## config.mk

```make
export PLATFORM = sky130hd
export DESIGN_NAME = arbiter_rr4
export DESIGN_NICKNAME = d
export VERILOG_FILES = /design/src/rtl/arbiter_rr4.sv
export SDC_FILE = /design/constraint.sdc
export NUM_CORES = 1
export LEC_CHECK = 0
export CAP_MARGIN = 10
export CORE_MARGIN = 2
export CORE_UTILIZATION = 50
export CTS_BUF_LIST = sky130_fd_sc_hd__clkbuf_4 sky130_fd_sc_hd__clkbuf_8 sky130_fd_sc_hd__clkbuf_16
export CTS_CLUSTER_SIZE = 40
export DETAILED_ROUTE_END_ITERATION = 10
export MAX_ROUTING_LAYER = met4
export PLACE_DENSITY = 0.84
export SLEW_MARGIN = 20
export SYNTH_ARGS = -nofsm -noshare
export SYNTH_HDL_FRONTEND = slang
export SYNTH_SLANG_ARGS = --single-unit
export TNS_END_PERCENT = 50
```

## constraint.sdc

```tcl
create_clock -name clk -period 2.45 [get_ports clk]
set_clock_uncertainty 0.2 [all_clocks]
set_input_delay 0.49 -clock clk [delete_from_list [all_inputs] [get_ports clk]]
set_output_delay 0.49 -clock clk [all_outputs]
set_load 0.01 [all_outputs]
```

## src/rtl/arbiter_rr4.sv

```systemverilog
// arbiter_rr4: four-way fixed/round-robin arbiter with grant hold and hold-limit preemption
module arbiter_rr4 #(
    parameter int MAX_HOLD = 8
) (
    input  logic       clk,
    input  logic       rst_n,
    input  logic [3:0] req,
    input  logic       mode,
    output logic [3:0] gnt,
    output logic [1:0] gnt_id,
    output logic       gnt_valid
);
    localparam int HW = (MAX_HOLD > 2) ? $clog2(MAX_HOLD) : 1;
    localparam logic [HW-1:0] HOLD_LAST = HW'(MAX_HOLD - 1);

    typedef enum logic {IDLE, GRANT} state_t;

    state_t         state_q, state_d;
    logic [3:0]     gnt_q, gnt_d;
    logic [1:0]     gnt_id_q, gnt_id_d;
    logic           gnt_valid_q, gnt_valid_d;
    logic [1:0]     last_id_q, last_id_d;
    logic [HW-1:0]  hold_cnt_q, hold_cnt_d;
    logic [3:0]     cand;
    logic [1:0]     win;

    function automatic logic [1:0] pick(input logic [3:0] c, input logic m, input logic [1:0] last);
        logic [1:0] w;
        logic [1:0] idx;
        w = 2'd0;
        if (!m) begin
            for (int i = 0; i < 4; i++) if (c[i]) w = 2'(i);
        end else begin
            for (int k = 3; k >= 0; k--) begin
                idx = last + 2'(k) + 2'd1;
                if (c[idx]) w = idx;
            end
        end
        return w;
    endfunction

    always_comb begin
        state_d     = state_q;
        gnt_d       = gnt_q;
        gnt_id_d    = gnt_id_q;
        gnt_valid_d = gnt_valid_q;
        last_id_d   = last_id_q;
        hold_cnt_d  = hold_cnt_q;
        cand        = (state_q == IDLE) ? req : (req & ~gnt_q);
        win         = pick(cand, mode, last_id_q);
        if (state_q == IDLE || !req[gnt_id_q] || hold_cnt_q == HOLD_LAST) begin
            if (cand != 4'b0000) begin
                state_d     = GRANT;
                gnt_d       = 4'b0001 << win;
                gnt_id_d    = win;
                gnt_valid_d = 1'b1;
                last_id_d   = win;
                hold_cnt_d  = '0;
            end else if (state_q == GRANT && req[gnt_id_q]) begin
                hold_cnt_d  = '0;
            end else begin
                state_d     = IDLE;
                gnt_d       = 4'b0000;
                gnt_id_d    = 2'd0;
                gnt_valid_d = 1'b0;
                hold_cnt_d  = '0;
            end
        end else begin
            hold_cnt_d = hold_cnt_q + 1'b1;
        end
    end

    always_ff @(posedge clk or negedge rst_n) begin
        if (!rst_n) begin
            state_q     <= IDLE;
            gnt_q       <= 4'b0000;
            gnt_id_q    <= 2'd0;
            gnt_valid_q <= 1'b0;
            last_id_q   <= 2'd3;
            hold_cnt_q  <= '0;
        end else begin
            state_q     <= state_d;
            gnt_q       <= gnt_d;
            gnt_id_q    <= gnt_id_d;
            gnt_valid_q <= gnt_valid_d;
            last_id_q   <= last_id_d;
            hold_cnt_q  <= hold_cnt_d;
        end
    end

    assign gnt       = gnt_q;
    assign gnt_id    = gnt_id_q;
    assign gnt_valid = gnt_valid_q;
endmodule
```

==> results of run 1 <==
## report_power, final
part	leakage [nW]	internal, mW	switching [mW]	total [mW]
registers	0.147	0.289	0.0951	0.384
logic	0.235	0.281	0.261	0.542
clock network	0.0184	0.0740	0.0635	0.138
total	0.401	0.644	0.420	1.06
## final timing paths
kind | from | endpoint | slack [ps] | cells past startpoint
min reg2reg | hold_cnt_q[0] | hold_cnt_q[0] | 260 | 1
max reg2reg | gnt_valid | gnt[0] | 330 | 5
min | hold_cnt_q[0] | hold_cnt_q[0] | 260 | 1
max in group asynchronous | rst_n | last_id_q[0] | 1310 | 1
min in group asynchronous | rst_n | gnt_valid | 360 | 1
max | req[1] | gnt[0] | 170 | 6
## critical path: cells and delay by family
family	cells	cell delay, ps
AOI/OAI and AO/OA	5	1200
buffers and inverters	1	540
## flip-flops by register name, indices dropped and copies added, names as in the netlist
register	flops
gnt_valid	1
last_id_q	2
gnt_id	2
gnt	4
hold_cnt_q	3
## routing by layer
metal	track usage, %	part of all wire (%)	up-vias
met5	-	0	-
met4	10.3	0	0
met3	1.70	5.5	0
met2	33.0	48	20
met1	26.8	46	318
li1	-	-	306
## final cells by class
cell class,instances,area [sq um],area share (%)
timing repair buffer,16,153,16.1
multi-input combinational,50,429,45.2
inverter,4,15.0,1.58
clock buffer,4,30.0,3.16
sequential,12,303,31.9
tap,16,20.0,2.11
## cells by family (layout without fill, tap and decap cells)
logic type      after synthesis  count (layout)  synth area share [%]
mux                           1               1                  2.97
flops                        12              12                  39.9
compound gates               32              32                  38.8
simple gates                 15              15                  11.6
fa+ha+maj                     2               2                  3.30
buf+inv                       5              24                  3.46
## layout by cell type (no fill, tap or decap), types with 2 or more instances in the layout
master	Yosys	routed
clkdlybuf4s50_1	0	13
dfrtp_1	10	10
nor2_1	4	4
inv_1	4	4
a21oi_1	4	4
a22o_1	4	4
clkbuf_4	0	4
a21bo_2	3	3
buf_4	0	3
and2_1	2	2
a21boi_2	2	2
nand2_1	2	2
o21ai_0	2	2
a21o_1	2	2
ha_1	2	2
dfstp_2	2	2
## cells in the mapped netlist
library cell  count
a2111o_1          1
a2111oi_0         1
a211oi_1          1
a21bo_2           3
a21boi_0          1
a21boi_1          1
a21boi_2          2
a21o_1            2
a21oi_1           4
a21oi_2           1
a221oi_1          1
a22o_1            4
a31oi_2           1
and2_1            2
and4b_1           1
buf_6             1
dfrtp_1          10
dfstp_2           2
ha_1              2
inv_1             4
mux4_2            1
nand2_1           2
nand2_4           1
nand2b_1          1
nor2_1            4
nor2b_1           1
nor3_1            1
o2111ai_1         1
o21ai_0           2
o221a_2           1
o221ai_1          1
o221ai_2          1
o2bb2ai_1         1
o311ai_1          1
o32ai_4           1
or2b_1            1
or3_1             1
==> metrics.cfg, run 1 <==
[status]
status = finished, final reports clean

[floorplanning]
pin_count = 14
die_w_microns = 42.9
initial_utilization_pct = 51.5
die_area_sq_um = 1840
die_h_microns = 42.9
num_rows = 14
core-area_sq_um = 1470

[job]
drv_cap = 0

[critical_path]
cp-start-kind = input pin
crit_path_max_fanout = 5
critPathKind = in -> reg
crit_arrival_ps = 2230
slowest_stage = clkdlybuf4s50_1
cpPeakStageDelay_ps = 540
cp.required_ps = 2400
path_cells = clkdlybuf4s50_1 -> a21bo_2 -> a2111oi_0 -> o21ai_0 -> o221a_2 -> a22o_1
critPathCaptureType = flop

[sta]
drv_slew = 0
min_period_ps = 2280
hold_ws_ps = 263
fin_crit_sh_pct = 92.9
fmaxAchievable_mhz = 439
rsz0062_at_grt = no
setup_slack_ps = 174
hold_viol = 0
setup_viol = 0
fin_tns_setup_ps = 0
slew_headroom_pct = 64.5
worst_pin_slew_ps = 531

[clock_network]
cts_tree = built
cts_inserted_buffers = 3
cts_buffer_depth = 2
ctsResizeCount = 0
cts-root-buf = clkbuf_4
cts_sinks = 12
cts_setup_buffers = 0
clk_latency_ps = 270
clk_pin_slew_ps = 80
htree_levels = 1
postCtsHoldBufs = 0

[cells_and_area]
nNetsFinal = 96
antenna_cells = 0
drive_above_1_share_pct = 24.4
finalNonFillerCells = 102
nFillCells = 128
finalInstanceArea_sq_um = 950
area_delta_synth_final_pct = 25.2
final_util_pct = 64.5

[placed_design]
placed_area_sq_um = 920
dpl.hpwl_microns = 1310
port_buffers = 13
preCtsSetupSlack_ps = -52.5
place_inst = 98
gp_congestion = 0.805

[logic_synthesis]
yosysWarnings = 0
synth_area_leader_cell = dfrtp_1
synthesis.nets = 76
syn_area_sq_um = 758
synth.avg_cell_area_sq_um = 11.3
yosys.cell_types.count = 37
syn_inst = 67
synth_area_leaders = dfrtp_1, dfstp_2, a22o_1
ys_seq_elements = 12
ys_seq_area_share_pct = 39.9
netlist.area_leader.share_pct = 33.0

[drt]
routed_wl_microns = 1700
wl_per_cell_microns = 16.7
drt_iter0_markers = 13
drt_first_pass_iters = 4
drc_errors = 0
ant_nets = 0
vias = 644
post_drt_via_cell_ratio = 6.31

[grt]
grt_usage_pct = 20.8
grt_pass1_wl_microns = 2780
grt_pass1_vias = 627
grt_max_degree = 13
grt_antenna_before_repair = 0
overflow = 0

[power_and_ir_drop]
finalPower_mw = 1.06
powerDensity_nw_per_um2 = 1120
p_leak_nw = 0.401
ir_worst_vdd_v = 0.000701

[worst_hold_path]
hold_class = reg -> reg

Note: power is estimated with default switching activity, not from simulation.
==> run 2, diff against run 1 <==
==> constraint.sdc (replaced) <==
create_clock -name clk -period 2.45 [get_ports clk]
set_clock_uncertainty 0.2 [all_clocks]
set_input_delay 0.245 -clock clk [delete_from_list [all_inputs] [get_ports clk]]
set_output_delay 0.245 -clock clk [all_outputs]
set_load 0.01 [all_outputs]
==> run 2 against run 1 <==
  * Register-to-register slack improved by 30 ps
  * Clock-buffer cell count unchanged
  * Sequential power is 2% lower
  * Core utilization is 1.0 points lower
  * Sequential share of layout area up 0.51 points
  * Setup slack better by 190 ps
  * Final cell count shrank 2.0%
  * Flip-flop and latch count unchanged
  * Global-route usage is the same
==> metrics.cfg, run 2 (same netlist as run 1, synthesis figures left out) <==
[status]
status = finished, final reports clean  ; unchanged

[cells_and_area]
layout_commonest_cell = clkdlybuf4s50_1  ; unchanged
nNetsFinal = 94  ; was 96
antenna_cells = 0  ; unchanged
area_delta_synth_final_pct = 23.3  ; was 25.2%
nFillCells = 130  ; was 128
largest_reg_flops = 4  ; unchanged
finalNonFillerCells = 100  ; was 102
final_util_pct = 63.5  ; was 64.5%
mostFrequentLayoutCells = clkdlybuf4s50_1, dfrtp_1  ; unchanged
drive_above_1_share_pct = 22.6  ; was 24.4%

[grt]
grt_util_met3_pct = 4.68  ; was 1.70%
met2_usage_pct = 34.8  ; was 33.0%
grt_usage_pct = 20.8  ; unchanged
grt_max_degree = 13  ; unchanged
overflow = 0  ; unchanged
grt_pass1_wl_microns = 2820  ; was 2780 microns
use_met1_pct = 25.1  ; was 26.8%
top_usage_layer = met2  ; unchanged
grt_pass1_vias = 662  ; was 627
grt_antenna_before_repair = 0  ; unchanged

[critical_path]
r2r_end = gnt[2]  ; was gnt[0]
critPathKind = reg -> reg  ; was in -> reg
critPathCaptureType = flop  ; unchanged
reg2reg_slack_ps = 360  ; was 330 ps
r2r_start = gnt_valid  ; unchanged
cp-start-kind = flop  ; was input pin
crit_arrival_ps = 2060  ; was 2230 ps
cp.required_ps = 2420  ; was 2400 ps
worstRegToRegCells = 5  ; unchanged
crit_path_max_fanout = 10  ; was 5

[clock_network]
cts_sinks = 12  ; unchanged
postCtsHoldBufs = 0  ; unchanged
clk_pin_slew_ps = 70  ; was 80 ps
ctsResizeCount = 0  ; unchanged
cts_tree = built  ; unchanged
cts_inserted_buffers = 3  ; unchanged
clk_latency_ps = 270  ; about the same
cts-root-buf = clkbuf_4  ; unchanged
htree_levels = 1  ; unchanged
cts_setup_buffers = 0  ; unchanged
cts_buffer_depth = 2  ; unchanged

[sta]
fin_crit_sh_pct = 85.3  ; was 92.9%
fin_tns_setup_ps = 0  ; unchanged
setup_viol = 0  ; unchanged
drv_slew = 0  ; unchanged
hold_viol = 0  ; unchanged
worst_pin_slew_ps = 581  ; was 531 ps
rsz0062_at_grt = no  ; unchanged
min_period_ps = 2090  ; was 2280 ps
setup_slack_ps = 359  ; was 174 ps
slew_headroom_pct = 61.1  ; was 64.5%
hold_ws_ps = 137  ; was 263 ps
fmaxAchievable_mhz = 478  ; was 439 MHz

[floorplanning]
initial_utilization_pct = 51.5  ; unchanged
pin_count = 14  ; unchanged
die_w_microns = 42.9  ; unchanged
die_h_microns = 42.9  ; unchanged
num_rows = 14  ; unchanged
die_area_sq_um = 1840  ; unchanged
core-area_sq_um = 1470  ; unchanged

[power_and_ir_drop]
powerDensity_nw_per_um2 = 1120  ; about the same
ir_worst_vdd_v = 0.000551  ; was 0.000701 V
p_leak_nw = 0.391  ; was 0.401 nW

[job]
drv_cap = 0  ; unchanged

[worst_hold_path]
hold_class = in -> async  ; was reg -> reg

[placed_design]
place_inst = 96  ; was 98
port_buffers = 13  ; unchanged
gp_congestion = 0.925  ; was 0.805
dpl.hpwl_microns = 1270  ; was 1310 microns
preCtsSetupSlack_ps = 193  ; was -52.5 ps

[drt]
drt_first_pass_iters = 4  ; unchanged
post_drt_via_cell_ratio = 6.21  ; was 6.31
routed_wl_microns = 1650  ; was 1700 microns
vias = 621  ; was 644
drt_iter0_markers = 17  ; was 13
drc_errors = 0  ; unchanged
ant_nets = 0  ; unchanged
wl_per_cell_microns = 16.5  ; was 16.7 microns

[run 2: cell types whose count changed in the layout (fill, tap and decap cells not counted)]
cell	previous run	this run
buf_4	3	1
[run 2: critical path, stage by stage (launching register included)]
cell and delay [ps]:
dfrtp_1 590, a21boi_0 250, a2111oi_0 370, o21ai_0 190
o221a_2 180, a22o_1 210
[run 2: worst max path at each step]
stage               startpoint  endpoint  cells after the start
floorplan            gnt_valid    gnt[2]                      6
global placement        req[1]    gnt[0]                      6
detailed placement      req[1]    gnt[1]                      6
CTS                  gnt_valid    gnt[1]                      5
global route         gnt_valid    gnt[2]                      5
finish               gnt_valid    gnt[2]                      5
[run 2: layout make-up]
type | instances | area (sq um) | area share [%]
Multi-Input combinational cell | 50 | 429 | 45.9
Sequential cell | 12 | 303 | 32.4
Timing Repair Buffer | 14 | 138 | 14.7
Clock buffer | 4 | 30.0 | 3.21
Tap cell | 16 | 20.0 | 2.14
Inverter | 4 | 15.0 | 1.61
[run 2: metal layers]
layer | vias up | routed length (microns)
met4 | 0 | 34
met1 | 292 | 754
met2 | 23 | 776
met3 | 6 | 81
li1 | 300 | -
met5 | - | 0
[run 2: metrics by stage]
step,instance area (sq um),power [mW]
after floorplan,758,0.723
after global placement,905,0.892
after detailed placement,905,0.907
after CTS,935,1.05
after global routing,935,1.12
final,935,1.04
[run 2: power breakdown]
| part | internal [mW] | switching [mW] | total [mW] |
|---|---|---|---|
| registers | 0.289 | 0.0891 | 0.378 |
| clock network | 0.0742 | 0.0667 | 0.141 |
| logic | 0.268 | 0.258 | 0.526 |
| total | 0.631 | 0.414 | 1.04 |
==> RTL edit 1 (flow settings as in run 2) <==
Make the reset (`rst_n`) synchronous in one clocked block.
--- a/src/rtl/arbiter_rr4.sv
+++ b/src/rtl/arbiter_rr4.sv
@@ -72,3 +72,3 @@
 
-    always_ff @(posedge clk or negedge rst_n) begin
+    always_ff @(posedge clk) begin
         if (!rst_n) begin
Check against the original RTL: differs if rst_n is asserted again (counterexample within 4 cycles, from zero or initial values and one cycle with rst_n low); with rst_n held inactive, the same outputs for 10 cycles.
==> RTL edit 1 against run 2 <==
Routed wire length decreased by 0.61%; synthesized cell count is 15% higher; utilization grew 5.9 points; critical path depth is 2 higher; setup slack gained 110 ps; sequential cell count is the same; synthesized area fell by 0.83%; final area increased by 0.27%; maximum frequency rose by 5.8%.
Power is not compared: it rests on default switching activity, and its combinational part moved more than twofold at a synthesized area within 25%.
==> RTL edit 1: results (changes against run 2) <==
worst_setup_path:
  crit_slowest_cell: "dfxtp_1"
  ff2ff_setup_slack_ps: 470  # +110 ps
  worstSetupStartpoint: "hold_cnt_q[0]"
  path_max_fanout: 4  # -6
  endpoint: "gnt[2]"
  cp_data_arrival_time_ps: 1940  # -120 ps
  ff2ff_path_depth: 7  # +2
  max_stage_delay_ps: 320  # -270 ps
drt:
  wl_per_cell_um: 15.0  # -8.8%
  first_iter_violations: 16  # -1
  drt-pass1-iter-count: 4  # unchanged
  maxUsedRoutingLayer: "met4"
  wl_met2_um: 740  # -4.6%
  viasPerCell: 6.11  # -1.6%
  dr_wl_met3_um: 56  # -31%
  wl_met1_um: 787  # +4.4%
placement:
  dp_hpwl_um: 1240  # -2.8%
  dpl_cell_area_sq_um: 901  # -0.41%
  place_ws_ps: 263  # +69.8 ps
  portBuffers: 13  # unchanged
  place_congestion: 0.811  # -12%
hold_path:
  min_path_type: "register to register"
  hold_start: "hold_cnt_q[0]"
  min_to: "hold_cnt_q[0]"
  worstHoldPathCells: 1
cells_and_area:
  layout.cells.non_filler: 109  # +9.0%
  fin_nets: 104  # +11%
  largest_reg_flops: 4  # unchanged
  diodes: 0  # unchanged
  drive_gt1_share_pct: 17.0  # -5.6 points
clock_tree:
  cts_setup_buffers: 0  # unchanged
  clock_latency_ps: 270  # about the same
  cts_made_buffers: 3  # unchanged
  ctsResizeCount: 0  # unchanged
  clk_pin_slew_ps: 70  # about the same
  h-tree-depth: 1  # unchanged
  root_buffer: "clkbuf_4"
global_route:
  first_global_vias: 595  # -10%
  track_usage_pct: 20.0  # -0.84 points
  grt_start_max_net_pins: 12  # -1
  antenna_found_initial: 0  # unchanged
  grt_pass1_wl_um: 2590  # -7.9%
sta:
  hold_ws_ps: 233  # +96.5 ps
  worst_pin_slew_ps: 462  # -120 ps
  setup_viol: 0  # unchanged
  period_share_pct: 80.7  # -4.6 points
yosys:
  ys_seq_area_share_pct: 31.9  # -8.0 points
  synthArstFlopShare_pct: 0  # -100 points
  syn_nets: 86  # +13%
  synth_cell_types: 40  # +8.1%
  syn_area_per_cell_sq_um: 9.77  # -14%
  synth_common_cells: "dfxtp_1, nand2_1, nor2_1"
  synth_top_area_cell: "dfxtp_1"
  yosysWarnings: 0  # unchanged
  synth_top_cells_by_area: "dfxtp_1, o32ai_4, a311oi_4"
run_status:
  outcome: "finished clean"
power:
  p_leak_uw: 0.000371
  ir_drop_uv: 438
-- RTL edit 1: cell types whose count changed in the layout (fill, tap and decap cells not counted), moves of 2 or more --
cell       before  now
dfstp_2         2    0
dfrtp_1        10    0
and3_1          0    2
dfxtp_1         0   12
a22o_1          4    2
nand3b_1        0    2
nor2_1          4    6
a21o_1          2    0
inv_1           4    2
nand2_1         2    6
nand3_1         0    3
o2bb2ai_1       1    3
-- RTL edit 1: kinds of logic (layout without fill, tap and decap cells) --
logic type               after synthesis  in the layout  synth area share [%]
flip-flops                            12             12                  31.9
AO/OA/AOI/OAI                         28             28                  37.9
buffers and inverters                  3             20                  2.00
multiplexers                           2              2                  2.83
AND/OR/NAND/NOR                       30             30                  22.0
adder cells (fa/ha/maj)                2              2                  3.33
-- RTL edit 1: per-layer routing --
metal	up-vias	global-route usage, %
met5	-	-
met4	0	13.8
met3	6	5.11
met2	16	29.1
met1	313	23.8
li1	331	-
-- RTL edit 1: layout make-up --
class | instances | area, sq um
multi-input combinational | 62 | 497
fill | 104 | 413
sequential | 12 | 240
timing repair buffer | 14 | 138
clock buffer | 4 | 36.3
tap | 15 | 18.8
inverter | 2 | 7.51
-- RTL edit 1: where the power goes --
group / internal, uW / switching (uW) / total (uW)
combinational: 105 / 93.1 / 198
sequential: 220 / 36.9 / 257
clock: 90.3 / 60.9 / 151
-- RTL edit 1: worst max-delay path: cells and delay by family, from the launching register on --
| family | cells | cell delay, ps |
|---|---|---|
| AO/OA/AOI/OAI | 3 | 510 |
| adder cells (fa/ha/maj) | 2 | 410 |
| flip-flops | 1 | 320 |
| AND/OR/NAND/NOR | 2 | 430 |
==> RTL edit 2 (settings of run 2) <==
Without the edit above. Change the parameter `MAX_HOLD` from 8 to 4.
--- a/src/rtl/arbiter_rr4.sv
+++ b/src/rtl/arbiter_rr4.sv
@@ -2,3 +2,3 @@
 module arbiter_rr4 #(
-    parameter int MAX_HOLD = 8
+    parameter int MAX_HOLD = 4
 ) (
Check against the original RTL: not equivalent (a bounded check fails within 10 cycles, from zero or initial values and one cycle with rst_n low).
==> RTL edit 2 against run 2 <==
Setup slack lost 16 ps; sequential power shrank 10%; global-route usage grew 3.9 points; final area shrank 11%; final cell count shrank 6.0%; sequential share of layout area grew 0.84 points; routed wire length shrank 7.8%; synthesized area shrank 15%; total power shrank 7.0%; maximum frequency shrank 0.75%; sequential cell count shrank 1.
==> RTL edit 2: results (changes against run 2) <==
run_status:
  outcome: "finished clean"
sta:
  period_share_pct: 86.0  # +0.65 points
power:
  p_leak_uw: 0.000351  # -10%
  power_switching_uw: 384  # -7.3%
  pg_clk_uw: 132  # -6%
  ir_drop_uv: 646  # +17%
  p_seq_share_pct: 34.9  # -1.2 points
  p_sw_share_pct: 39.5  # -0.15 points
drt:
  wl_met2_um: 709  # -8.6%
  wl_met1_um: 671  # -11%
  maxUsedRoutingLayer: "met4"
  wl_per_cell_um: 16.1  # -1.9%
  dr_wl_met3_um: 117  # +44%
  first_iter_violations: 39  # +22
  viasPerCell: 6.33  # +1.9%
yosys:
  synth_top_cells_by_area: "dfrtp_1, dfstp_2, o2bb2ai_1"
  ys_seq_area_share_pct: 43.2  # +3.3 points
  syn_nets: 69  # -9.2%
  syn_area_per_cell_sq_um: 10.5  # -6.8%
  synthAdderAreaFrac_pct: 1.95  # -1.4 points
  synthMuxAreaShare_pct: 3.50  # +0.53 points
worst_setup_path:
  worstSetupStartpoint: "req[3]"
  r2r_start: "gnt_valid"
  ff2ff_setup_slack_ps: 360  # about the same
  max_stage_delay_ps: 530  # -60 ps
  path_max_fanout: 6  # -4
  r2r_end: "gnt[3]"
  crit_slowest_cell: "clkdlybuf4s50_1"
global_route:
  met2_usage_pct: 36.3  # +1.4 points
  grt_pass1_wl_um: 2420  # -14%
  use_met3_pct: 6.25  # +1.6 points
  grt_start_max_net_pins: 12  # -1
  met1_usage_pct: 31.2  # +6.0 points
  first_global_vias: 543  # -18%
placement:
  place_ws_ps: 104  # -89.3 ps
  dp_cells: 90  # -6.3%
cells_and_area:
  drive_gt1_share_pct: 17.5  # -5.1 points
  layout.cells.non_filler: 94  # -6.0%
  fin_nets: 89  # -5.3%
clock_tree:
  h-tree-depth: 1  # unchanged
-- RTL edit 2: cell types whose count changed in the layout (fill, tap and decap cells not counted), sizes merged, moves of 2 or more --
cell / before / now
nor2: 4 / 2
a21oi: 5 / 3
a22o: 4 / 2
o221ai: 2 / 0
and2: 2 / 0
nand3: 0 / 2
o2bb2ai: 1 / 4
a21boi: 4 / 6
nand2: 3 / 5
-- RTL edit 2: area by class of cell --
| class | count | area [sq um] |
|---|---|---|
| tap | 14 | 17.5 |
| inverter | 3 | 11.3 |
| clock buffer | 4 | 30.0 |
| multi-input combinational | 47 | 354 |
| timing repair buffer | 15 | 145 |
| fill | 86 | 320 |
| sequential | 11 | 278 |
-- RTL edit 2: stage by stage --
| stage | cell area [sq um] | hold slack (ps) |
|---|---|---|
| CTS | 836 | 108 |
| global route | 836 | 135 |
| floorplan | 643 | -251 |
| finish | 836 | 105 |
| global placement | 806 | 226 |
| detailed placement | 806 | 232 |
